### src/rtl/alu_sequencer_if.sv
// Host-side command/response handshake bundle for the ALU sequencer.
// master = host/test controller, slave = sequencer.
interface alu_sequencer_if #(
   parameter int WIDTH = 8,
   parameter int CNT_W = 8
);
   logic             cmd_valid;
   logic             cmd_ready;
   logic [1:0]       cmd_op;
   logic [WIDTH-1:0] cmd_a;
   logic [WIDTH-1:0] cmd_b;
   logic             cmd_cin;
   logic             cmd_clr;
   logic [CNT_W-1:0] cmd_len;
   logic             rsp_valid;
   logic             rsp_ready;
   logic [WIDTH-1:0] rsp_data;
   logic             rsp_cout;

   modport master (
      output cmd_valid, cmd_op, cmd_a, cmd_b, cmd_cin, cmd_clr, cmd_len, rsp_ready,
      input  cmd_ready, rsp_valid, rsp_data, rsp_cout
   );

   modport slave (
      input  cmd_valid, cmd_op, cmd_a, cmd_b, cmd_cin, cmd_clr, cmd_len, rsp_ready,
      output cmd_ready, rsp_valid, rsp_data, rsp_cout
   );
endinterface

### src/rtl/alu_sequencer.sv
// Command-side initiator for the 8-bit ALU: accepts one op, sequences the
// ALU pins cycle by cycle, captures f/cout and returns them to the host.
module alu_sequencer #(
   parameter int WIDTH = 8,
   parameter int CNT_W = 8
) (
   input  logic             clock,
   input  logic             reset,
   alu_sequencer_if.slave   bus,
   output logic [WIDTH-1:0] alu_a,
   output logic [WIDTH-1:0] alu_b,
   output logic             alu_L,
   output logic             alu_En,
   output logic             alu_reset,
   output logic [1:0]       alu_s,
   input  logic [WIDTH-1:0] alu_f,
   input  logic             alu_cout,
   output logic             busy
);
   localparam logic [2:0] IDLE    = 3'd0;
   localparam logic [2:0] CLEAR   = 3'd1;
   localparam logic [2:0] LOAD    = 3'd2;
   localparam logic [2:0] RUN     = 3'd3;
   localparam logic [2:0] CAPTURE = 3'd4;
   localparam logic [2:0] RESP    = 3'd5;

   localparam logic [1:0] OP_ADD   = 2'b00;
   localparam logic [1:0] OP_SHIFT = 2'b01;
   localparam logic [1:0] OP_COUNT = 2'b10;

   logic [2:0]       state, state_nx;
   logic [1:0]       op_q, op_cur;
   logic             cin_q, cin_cur;
   logic [CNT_W-1:0] cnt;
   logic             accept, len_zero;
   logic             l_nx, en_nx;
   logic             rsp_valid_q, rsp_cout_q;
   logic [WIDTH-1:0] rsp_data_q;

   assign accept    = bus.cmd_valid && (state == IDLE);
   assign op_cur    = (state == IDLE) ? bus.cmd_op  : op_q;
   assign cin_cur   = (state == IDLE) ? bus.cmd_cin : cin_q;
   // cnt is loaded with cmd_len on acceptance, so it still equals the length until RUN
   assign len_zero  = (state == IDLE) ? (bus.cmd_len == '0) : (cnt == '0);

   assign bus.cmd_ready = (state == IDLE);
   assign bus.rsp_valid = rsp_valid_q;
   assign bus.rsp_data  = rsp_data_q;
   assign bus.rsp_cout  = rsp_cout_q;
   assign alu_reset     = reset && (state != CLEAR);

   always_comb begin
      state_nx = state;
      case (state)
         IDLE: begin
            if (accept) begin
               case (bus.cmd_op)
                  OP_COUNT: state_nx = bus.cmd_clr ? CLEAR : LOAD;
                  OP_SHIFT: state_nx = bus.cmd_clr ? CLEAR : (len_zero ? CAPTURE : RUN);
                  default:  state_nx = CAPTURE;
               endcase
            end
         end
         CLEAR:   state_nx = (op_q == OP_COUNT) ? LOAD : (len_zero ? CAPTURE : RUN);
         LOAD:    state_nx = len_zero ? CAPTURE : RUN;
         RUN:     state_nx = (cnt == CNT_W'(1)) ? CAPTURE : RUN;
         CAPTURE: state_nx = RESP;
         RESP:    state_nx = bus.rsp_ready ? IDLE : RESP;
         default: state_nx = IDLE;
      endcase
   end

   // ALU control pins are registered from the next state so they line up with it
   always_comb begin
      l_nx  = 1'b0;
      en_nx = 1'b0;
      case (state_nx)
         LOAD: begin
            l_nx  = 1'b1;
            en_nx = 1'b1;
         end
         RUN:     en_nx = (op_cur == OP_COUNT);
         CAPTURE: l_nx  = (op_cur == OP_ADD) && cin_cur;
         default: ;
      endcase
   end

   always_ff @(posedge clock or negedge reset) begin
      if (!reset) begin
         state       <= IDLE;
         op_q        <= '0;
         cin_q       <= 1'b0;
         cnt         <= '0;
         alu_a       <= '0;
         alu_b       <= '0;
         alu_s       <= '0;
         alu_L       <= 1'b0;
         alu_En      <= 1'b0;
         busy        <= 1'b0;
         rsp_valid_q <= 1'b0;
         rsp_data_q  <= '0;
         rsp_cout_q  <= 1'b0;
      end else begin
         state  <= state_nx;
         alu_L  <= l_nx;
         alu_En <= en_nx;
         busy   <= (state_nx != IDLE);
         if (accept) begin
            op_q  <= bus.cmd_op;
            cin_q <= bus.cmd_cin;
            cnt   <= bus.cmd_len;
            alu_a <= bus.cmd_a;
            alu_b <= bus.cmd_b;
            alu_s <= bus.cmd_op;
         end else if (state == RUN) begin
            cnt <= cnt - CNT_W'(1);
         end
         if (state == CAPTURE) begin
            rsp_data_q  <= alu_f;
            rsp_cout_q  <= (op_q == OP_ADD) ? alu_cout : 1'b0;
            rsp_valid_q <= 1'b1;
         end else if (state == RESP && bus.rsp_ready) begin
            rsp_valid_q <= 1'b0;
         end
      end
   end
endmodule

### src/flat_wrapper.sv
// flat-port wrapper written by rule: the top's interface ports become plain ports
module alu_sequencer_flat 
#(
   parameter int WIDTH = 8,
   parameter int CNT_W = 8
)
  (clock, reset, alu_a, alu_b, alu_L, alu_En, alu_reset, alu_s, alu_f, alu_cout, busy, bus_cmd_valid, bus_cmd_op, bus_cmd_a, bus_cmd_b, bus_cmd_cin, bus_cmd_clr, bus_cmd_len, bus_rsp_ready, bus_cmd_ready, bus_rsp_valid, bus_rsp_data, bus_rsp_cout);
  alu_sequencer_if #(.WIDTH(WIDTH), .CNT_W(CNT_W)) bus_i ();
  input  logic clock;
  input  logic reset;
  output logic [WIDTH-1:0] alu_a;
  output logic [WIDTH-1:0] alu_b;
  output logic alu_L;
  output logic alu_En;
  output logic alu_reset;
  output logic [1:0] alu_s;
  input  logic [WIDTH-1:0] alu_f;
  input  logic alu_cout;
  output logic busy;
  input wire logic [$bits(bus_i.cmd_valid)-1:0] bus_cmd_valid;
  input wire logic [$bits(bus_i.cmd_op)-1:0] bus_cmd_op;
  input wire logic [$bits(bus_i.cmd_a)-1:0] bus_cmd_a;
  input wire logic [$bits(bus_i.cmd_b)-1:0] bus_cmd_b;
  input wire logic [$bits(bus_i.cmd_cin)-1:0] bus_cmd_cin;
  input wire logic [$bits(bus_i.cmd_clr)-1:0] bus_cmd_clr;
  input wire logic [$bits(bus_i.cmd_len)-1:0] bus_cmd_len;
  input wire logic [$bits(bus_i.rsp_ready)-1:0] bus_rsp_ready;
  output wire logic [$bits(bus_i.cmd_ready)-1:0] bus_cmd_ready;
  output wire logic [$bits(bus_i.rsp_valid)-1:0] bus_rsp_valid;
  output wire logic [$bits(bus_i.rsp_data)-1:0] bus_rsp_data;
  output wire logic [$bits(bus_i.rsp_cout)-1:0] bus_rsp_cout;
  assign bus_i.cmd_valid = bus_cmd_valid;
  assign bus_i.cmd_op = bus_cmd_op;
  assign bus_i.cmd_a = bus_cmd_a;
  assign bus_i.cmd_b = bus_cmd_b;
  assign bus_i.cmd_cin = bus_cmd_cin;
  assign bus_i.cmd_clr = bus_cmd_clr;
  assign bus_i.cmd_len = bus_cmd_len;
  assign bus_i.rsp_ready = bus_rsp_ready;
  assign bus_cmd_ready = bus_i.cmd_ready;
  assign bus_rsp_valid = bus_i.rsp_valid;
  assign bus_rsp_data = bus_i.rsp_data;
  assign bus_rsp_cout = bus_i.rsp_cout;
  alu_sequencer #(.WIDTH(WIDTH), .CNT_W(CNT_W)) u_core (.clock(clock), .reset(reset), .bus(bus_i), .alu_a(alu_a), .alu_b(alu_b), .alu_L(alu_L), .alu_En(alu_En), .alu_reset(alu_reset), .alu_s(alu_s), .alu_f(alu_f), .alu_cout(alu_cout), .busy(busy));
endmodule
### config.mk
export PLATFORM = sky130hd
export DESIGN_NAME = alu_sequencer_flat
export DESIGN_NICKNAME = d
export VERILOG_FILES = /design/src/rtl/alu_sequencer_if.sv /design/src/rtl/alu_sequencer.sv /design/src/flat_wrapper.sv
export SDC_FILE = /design/constraint.sdc
export NUM_CORES = 1
export LEC_CHECK = 0
export ABC_CLOCK_PERIOD_IN_PS = 5300
export BUFFER_PORTS_ARGS = -buffer_cell sky130_fd_sc_hd__clkbuf_2
export CORE_MARGIN = 1
export CORE_UTILIZATION = 53
export CTS_BUF_LIST = sky130_fd_sc_hd__clkbuf_16
export CTS_CLUSTER_DIAMETER = 150
export CTS_CLUSTER_SIZE = 24
export DETAILED_ROUTE_END_ITERATION = 16
export HOLD_SLACK_MARGIN = 0.1
export PLACE_DENSITY_LB_ADDON = 0.15
export SYNTH_ARGS = -nofsm -noshare
export SYNTH_HDL_FRONTEND = slang
export SYNTH_SLANG_ARGS = --single-unit
### constraint.sdc
create_clock -name clock -period 5.3 [get_ports clock]
set_input_delay 0.53 -clock clock [delete_from_list [all_inputs] [get_ports clock]]
set_output_delay 0.53 -clock clock [all_outputs]
set_load 0.01 [all_outputs]
# == Yosys cells after proc, flatten, opt, wreduce, memory -nomap -nowiden ==
# Cells that the tools add are included.
# W data, S select, Z words.
# totals
out_inout_bits,33
ff_bits,43
inputBits,41
wordCells,58
# classes
mux,19
add_sub_neg,1
n_reduce_logical,12
n_eq_ne,14
# op_table
cell,count
$mux W3,6
$pmux W3 S6,1
$logic_not A8 Y1,2
$mux W8,2
$eq A3 B2 Y1 const B,4
$eq A3 B3 Y1 const B,3
$eq A8 B1 Y1 const B,1
$sub A8 B1 Y8 const B,1
$eq A2 B2 Y1 const B,3
$pmux W3 S2,1
$mux W1,5
$logic_and A1 B1 Y1,4
$logic_not A2 Y1,2
$mux W2,2
$pmux W1 S2,2
$reduce_bool A2 Y1,2
$eq A3 B1 Y1 const B,1
$logic_not A3 Y1,1
$ne A3 B1 Y1 const B,1
$reduce_bool A3 Y1,1
$eq A2 B1 Y1 const B,1

# == Depth between registers and ports, before layout ==
# Gate-level depths: netlist of run 1.
# depth
word_depth,9
mapped_depth,9

# == Least setup slack after synthesis of run 1 ==
# Ideal clock, no wire load.
# synth_timing
kind,reg-to-reg
startpoint,register u_core.state[2]
endpoint,register u_core.alu_L
required_time_ps,5222
t_arrival_ps,1908
n_path_buf,1
path_stages_with_launch,9
setup_time_ps,78
setup_slack_ps,3315
cell_sequence,dfrtp_1 -> or3_4 -> inv_4 -> nand2_4 -> buf_6 -> o32ai_1 -> a211oi_1 -> or3_1 -> a21oi_1
# synth_between
elab_chain_len,9
elab_cells_between_ends,21
classes_between,eq/ne (7); mux (10); reduce/logical (4)
# synth_rtl
element,line,source
start: declaration,alu_sequencer.sv:31,"logic [2:0] state, state_nx;"
start signal: assignment,alu_sequencer.sv:104,state <= state_nx;
$logic_not A3 Y1 *,-,
named net bus_cmd_ready,flat_wrapper.sv:28,output wire logic [$bits(bus_i.cmd_ready)-1:0] bus_cmd_ready;
$mux W1,alu_sequencer.sv:44,assign len_zero = (state == IDLE) ? (bus.cmd_len == '0) : (cnt == '0);
$mux W3,"alu_sequencer.sv:59, alu_sequencer.sv:64, alu_sequencer.sv:65",
$mux W3,alu_sequencer.sv:59,OP_SHIFT: state_nx = bus.cmd_clr ? CLEAR : (len_zero ? CAPTURE : RUN);
$pmux W3 S2,alu_sequencer.sv:57,case (bus.cmd_op)
$mux W3,alu_sequencer.sv:56,if (accept) begin
$pmux W3 S6,alu_sequencer.sv:54,case (state)
$eq A3 B3 Y1 / $eq A3 B2 Y1 (equally long branches),alu_sequencer.sv:77,case (state_nx)
$pmux W1 S2 *,alu_sequencer.sv:77,
named net u_core.l_nx,alu_sequencer.sv:36,"logic l_nx, en_nx;"
end signal: assignment,alu_sequencer.sv:105,alu_L <= l_nx;
end: declaration,alu_sequencer.sv:12,"output logic alu_L,"
# Mark *: on every way through the listed nets, which the timed path passes. The rest lies on a longest branch.
# A chain may end at the register's enable or synchronous reset.

# == Worst setup path in the final report of run 1 ==
# layout_timing
startpoint,register u_core.state[2]
endpoint,register u_core.alu_L
# layout_between
elab_chain_len,9
elab_cells_between_ends,21
classes_between,eq/ne (7); mux (10); reduce/logical (4)
# layout_rtl
element,line
$logic_not A3 Y1,"alu_sequencer.sv:40, alu_sequencer.sv:44, alu_sequencer.sv:54"
$mux W1,alu_sequencer.sv:44
$mux W3,"alu_sequencer.sv:59, alu_sequencer.sv:64, alu_sequencer.sv:65"
$mux W3,alu_sequencer.sv:59
$pmux W3 S2,alu_sequencer.sv:57
$mux W3,alu_sequencer.sv:56
$pmux W3 S6 *,alu_sequencer.sv:54
named net u_core.state_nx[1],alu_sequencer.sv:31
$eq A3 B3 Y1 / $eq A3 B2 Y1 (equally long branches),alu_sequencer.sv:77
$pmux W1 S2 *,alu_sequencer.sv:77
named net u_core.l_nx,alu_sequencer.sv:36
# Marks and branches as above.

==> flow_metrics.env, run 1 <==
export IMPL_syn2layout_area_growth_pct=27.3
export IMPL_outcome="finished clean"
export IMPL_finClkSkew_ps=2.44
export IMPL_cap_violations=0
export IMPL_row_count=22
export IMPL_dr_first_iter_drc_count=145
export IMPL_cp_num_buf_inv=1
export IMPL_clock_root_buffer="clkbuf_16"
export IMPL_drc=0
export IMPL_fin_nets=332
export IMPL_cp_start_kind="register"
export IMPL_antenna_found_initial=0
export IMPL_fin_ws_ps=2690
export IMPL_cts_buffers=5
export IMPL_ant_nets=0
export IMPL_yosysTopAreaCell="dfrtp_1"
export IMPL_initial_utilization_pct=55.7
export IMPL_final_cell_mix="73 x clkbuf_2, 63 x nand2_1, 43 x dfrtp_1"
export IMPL_avgSynthCellArea_sq_um=9.65
export IMPL_holdBufCountCts=0
export IMPL_diodes=0
export IMPL_layout_cells_non_filler=335
export IMPL_crit_path_max_fanout=27
export IMPL_path_delay_family="simple AND/OR/NAND/NOR gates"
export IMPL_ir_worst_vdd_uv=326
export IMPL_nFillCells=321
export IMPL_ios=74
export IMPL_worstSkewPairLatency_ps=280
export IMPL_gp_congestion=0.829
export IMPL_r2r_cells=7
export IMPL_synth_cell_types=46
export IMPL_synth_top_area_share_pct=52.3
export IMPL_p_total_uw=1400
export IMPL_track_usage_pct=25.0
export IMPL_endpoint_kind="register"
export IMPL_critical_path_max_stage_delay_ps=770
export IMPL_synth_warnings=0
export IMPL_max_freq_mhz=383
export IMPL_grt_pass1_wl_mm=7.72
export IMPL_drive_gt1_share_pct=33.8
export IMPL_postSynthCellCount=213
export IMPL_rsz0062_at_grt="no"
export IMPL_r2r_start="u_core.state[2]"
export IMPL_arrival_ps=2770
export IMPL_slowest_stage="and2_1"
export IMPL_dieArea_sq_um=4130
export IMPL_htreeDepth=2
export IMPL_place_ws_ps=2740
export IMPL_critPathRequiredTime_ps=5460
export IMPL_vias_per_cell=5.36
export IMPL_async_reset_ff_share_pct=100
export IMPL_finalHoldViolations=0
export IMPL_clock_sinks=43
export IMPL_multi_input_area_sq_um=907
export IMPL_leakagePower_uw=0.00136
export IMPL_vias=1796
export IMPL_io_buffers=73
export IMPL_grt_pass1_vias=1743
export IMPL_hold_class="input port to asynchronous set/reset pin"
export IMPL_holdWs_ps=313
export IMPL_wl_per_cell_um=13.6
export IMPL_power_density_nw_per_um2=536
export IMPL_fin_crit_ps=2610
export IMPL_crit_chain="or3_4 -> inv_4 -> and2_1 -> a31oi_1 -> o211ai_2 -> or3_1 -> a21oi_1"
export IMPL_synthesis_area_sq_um=2060
export IMPL_synthTopCellsByArea="dfrtp_1 52%, nand2_1 12%, mux2_2 4.4%"
export IMPL_regArea_sq_um=1080
export IMPL_synth_enable_flop_cells=0
export IMPL_clkTransAtPathRegs_ps=60
export IMPL_dieWidth_um=64.3
export IMPL_final_common_cell="clkbuf_2"
export IMPL_r2r_end="u_core.alu_L"
export IMPL_tightest_slew_ps=955
export IMPL_tns_ps=0
export IMPL_drv_slew=0
export IMPL_finalSetupViolCount=0
export IMPL_synth_seq_area_share_pct=52.3
export IMPL_fp_dieH_um=64.3
export IMPL_cts_resized=0
export IMPL_totalWireLength_mm=4.57
export IMPL_dp_hpwl_mm=3.24
export IMPL_first_pass_iters=4
export IMPL_core_area_sq_um=3690
export IMPL_tritoncts="built"
export IMPL_fin_crit_sh_pct=49.2
export IMPL_dp_cells=327
export IMPL_r2r_slack_ps=2690
export IMPL_relSlewSlack_pct=36.4
export IMPL_grt_start_max_net_pins=45
export IMPL_worstSetupPathType="register to register"
export IMPL_overflow=0
export IMPL_post_cts_setup_buffers=0
export IMPL_syn_nets=259
export IMPL_ys_flop_type="dfrtp_1"
export IMPL_ys_ff_latch=43
export IMPL_clock_path_buffers=2
[synthesized netlist by cell type (2+ instances only)]
cell	instances
a31oi_1	5
buf_1	3
nor4_1	3
nor3_1	3
o211ai_1	2
a21oi_1	4
nand2_1	63
ha_1	5
a221o_1	2
buf_2	2
clkbuf_1	2
nor2_1	9
or3_1	3
nand3_1	8
and2_1	2
o311ai_0	2
mux2_2	8
a21o_1	2
dfrtp_1	43
inv_1	7
o21ai_0	7
nand2b_1	3
nand3b_1	2
[power breakdown]
group	leakage (uW)	internal [uW]	switching (uW)
registers	0.000530	467	97.6
logic	0.000750	220	272
clock network	0.0000838	222	125
total	0.00136	909	495
[worst reg2reg max path: stages (launching register included)]
cell	delay, ps
dfrtp_1	460
or3_4	450
inv_4	110
and2_1	770
a31oi_1	210
o211ai_2	250
or3_1	150
a21oi_1	70
[flip-flops by register name, summed over array words and instances, names as in the netlist]
name / cells
u_core.alu_b: 8
u_core.bus.rsp_cout: 1
u_core.bus.rsp_data: 8
u_core.cnt: 8
u_core.alu_En: 1
u_core.alu_a: 8
u_core.state: 3
u_core.cin_q: 1
u_core.alu_s: 2
u_core.alu_L: 1
u_core.bus.rsp_valid: 1
u_core.busy: 1
[metal layers]
metal | global-route usage [%] | vias up | routed length (um)
li1 | - | 883 | -
met1 | 31.4 | 841 | 2040
met2 | 40.0 | 62 | 2120
met3 | 6.25 | 10 | 293
met4 | 12.5 | 0 | 116
met5 | 0 | - | 0
[layout make-up]
cell class                      count  area share, %
Clock buffer                        5           4.78
Clock inverter                      3           1.67
Inverter                            8           1.24
Multi-Input combinational cell    154           34.7
Sequential cell                    43           41.1
Tap cell                           48           2.29
Timing Repair Buffer               74           14.2
[metrics by stage]
| stage | utilization (%) | instance area, sq um |
|---|---|---|
| after CTS | 71.0 | 2620 |
| final | 71.0 | 2620 |
| after global routing | 71.0 | 2620 |
| after detailed placement | 66.4 | 2450 |
| after global placement | 66.4 | 2450 |
| after floorplan | - | 2060 |
[worst max-delay path by stage]
stage	start	endpoint	slack [ps]	cells after the start
6_report	u_core.state[2]	u_core.alu_L	2690	7
5_1_grt	u_core.state[2]	u_core.alu_En	2530	7
4_1_cts	u_core.state[2]	u_core.alu_L	2700	7
3_5_place_dp	u_core.state[2]	u_core.alu_En	2740	7
3_3_place_gp	u_core.state[2]	u_core.alu_L	2780	7
2_1_floorplan	u_core.state[2]	u_core.alu_L	3310	8
[cell families after synthesis]
| logic type | synth area share (%) |
|---|---|
| DFF | 52.3 |
| and+or+nand+nor | 23.6 |
| buffers and inverters | 3.53 |
| muxes | 4.38 |
| adders and majority gates | 3.04 |
| AOI/OAI and AO/OA | 13.1 |
(Power assumes the default switching activity.)
==> run 2: changes to the inputs <==
Settings changed: ABC_CLOCK_PERIOD_IN_PS 5300 to 2700, CORE_UTILIZATION 53 to 49.
Clock period 5.3 ns to 2.7 ns, I/O delays scaled along.
==> run 2 against run 1 <==
  * Routed wire length decreased by 5.5%
  * Sequential cell count unchanged
  * Critical path depth unchanged
  * Maximum frequency increased by 15%
  * Largest power group unchanged
==> flow_metrics.env, run 2 (synthesis gave the netlist of run 1 again) <==
export IMPL_top_usage_layer="met2"
export IMPL_use_met2_pct=31.3
export IMPL_tns_ps=0
export IMPL_dr_first_iter_drc_count=93
export IMPL_dp_hpwl_mm=3.19
export IMPL_ant_nets=0
export IMPL_totalWireLength_mm=4.32
export IMPL_clock_sinks=43
export IMPL_fin_nets=334
export IMPL_drc=0
export IMPL_rsz0062_at_grt="no"
export IMPL_vias=1822
export IMPL_overflow=0
export IMPL_htreeDepth=2
export IMPL_fin_crit_ps=2270
export IMPL_holdBufCountCts=0
export IMPL_worstSetupPathType="register to register"
export IMPL_grt_pass1_vias=1558
export IMPL_cts_resized=0
export IMPL_drv_slew=0
export IMPL_post_route_cell_area_sq_um=2660
export IMPL_hold_class="input port to asynchronous set/reset pin"
export IMPL_final_cell_mix="73 x clkbuf_2, 63 x nand2_1, 43 x dfrtp_1"
export IMPL_finalSetupViolCount=0
export IMPL_first_pass_iters=4
export IMPL_ios=74
export IMPL_finClkSkew_ps=5.14
export IMPL_dieArea_sq_um=4460
export IMPL_grt_met1_usage_pct=28.1
export IMPL_arrival_ps=2480
export IMPL_place_area_sq_um=2470
export IMPL_cap_violations=0
export IMPL_diodes=0
export IMPL_cts_buffers=5
export IMPL_clock_root_buffer="clkbuf_16"
export IMPL_grt_start_max_net_pins=44
export IMPL_finalHoldViolations=0
export IMPL_use_met3_pct=5.82
export IMPL_holdWs_ps=94.8
export IMPL_post_cts_setup_buffers=0
export IMPL_crit_path_max_fanout=30
export IMPL_initial_utilization_pct=51.4
export IMPL_grt_pass1_wl_mm=6.89
export IMPL_fp_dieH_um=66.8
export IMPL_vias_per_cell=5.37
export IMPL_fin_ws_ps=435
export IMPL_endpoint_kind="register"
export IMPL_clock_path_buffers=2
export IMPL_clkTransAtPathRegs_ps=60
export IMPL_outcome="finished clean"
export IMPL_final_common_cell="clkbuf_2"
export IMPL_io_buffers=73
export IMPL_syn2layout_area_growth_pct=29.3
export IMPL_track_usage_pct=20.7
export IMPL_power_density_nw_per_um2=1070
export IMPL_tritoncts="built"
export IMPL_critPathRequiredTime_ps=2910
export IMPL_nFillCells=323
export IMPL_dieWidth_um=66.8
export IMPL_tightest_slew_ps=519
export IMPL_drive_gt1_share_pct=34.3
export IMPL_cp_start_kind="register"
export IMPL_wl_per_cell_um=12.7
export IMPL_place_ws_ps=511
export IMPL_core_area_sq_um=4000
export IMPL_worstSkewPairLatency_ps=280
export IMPL_max_freq_mhz=441
export IMPL_relSlewSlack_pct=65.4
export IMPL_leakagePower_uw=0.00138
export IMPL_ir_worst_vdd_uv=557
export IMPL_antenna_found_initial=0
export IMPL_row_count=23
export IMPL_fin_crit_sh_pct=83.9
export IMPL_gp_congestion=0.879
## run 2: cell count changes in the layout (fill, tap and decap cells not counted)
| cell | change |
|---|---|
| buf_4 | +2 |
| clkinv_4 | -1 |
| bufinv_16 | +1 |
| clkinvlp_4 | +1 |
| clkinv_2 | -1 |
## run 2: worst max-delay path, stage by stage, from the launching register on
cell	delay, ps
dfrtp_1	470
or3_4	450
inv_4	110
nand2_4	190
o32ai_1	330
a211oi_1	140
or3_1	360
a21oi_1	140
## run 2: cell type report
class / instances / area [sq um] / share of cell area (%)
Clock buffer: 5 / 125 / 4.71
Sequential cell: 43 / 1080 / 40.5
Tap cell: 50 / 62.6 / 2.35
Clock inverter: 3 / 67.6 / 2.54
Multi-Input combinational cell: 154 / 907 / 34.1
Inverter: 8 / 32.5 / 1.22
Timing Repair Buffer: 76 / 388 / 14.6
## run 2: final timing paths
check                                startpoint                      to  slack (ps)  cells after the start
worst max-delay path            u_core.state[2]            u_core.alu_L         430                      7
worst min-delay path                      reset         u_core.alu_b[0]          90                      2
worst max register to register  u_core.state[2]            u_core.alu_L         430                      7
worst min register to register  u_core.alu_b[5]         u_core.alu_b[5]         480                      2
max in group asynchronous                 reset  u_core.bus.rsp_data[6]        2250                      2
min in group clock                 bus_cmd_a[1]         u_core.alu_a[1]         170                      3
## run 2: through the flow
| stage | utilization (%) | power, uW | instances |
|---|---|---|---|
| 2_1_floorplan | - | 1710 | 213 |
| 3_3_place_gp | 61.7 | 2070 | 331 |
| 3_5_place_dp | 61.7 | 2080 | 331 |
| 4_1_cts | 66.5 | 2860 | 339 |
| 5_1_grt | 66.5 | 3040 | 339 |
| 6_report | 66.5 | 2850 | 339 |
## run 2: where the power goes
group	leakage (uW)	internal, uW	switching [uW]	total, uW
combinational	0.000761	435	535	971
sequential	0.000530	918	188	1110
clock	0.0000900	529	240	770
## run 2: layer usage
| metal | up-vias | wire length [um] |
|---|---|---|
| met5 | - | 0 |
| met4 | 0 | 91 |
| met3 | 13 | 345 |
| met2 | 91 | 1900 |
| met1 | 828 | 1980 |
| li1 | 890 | - |
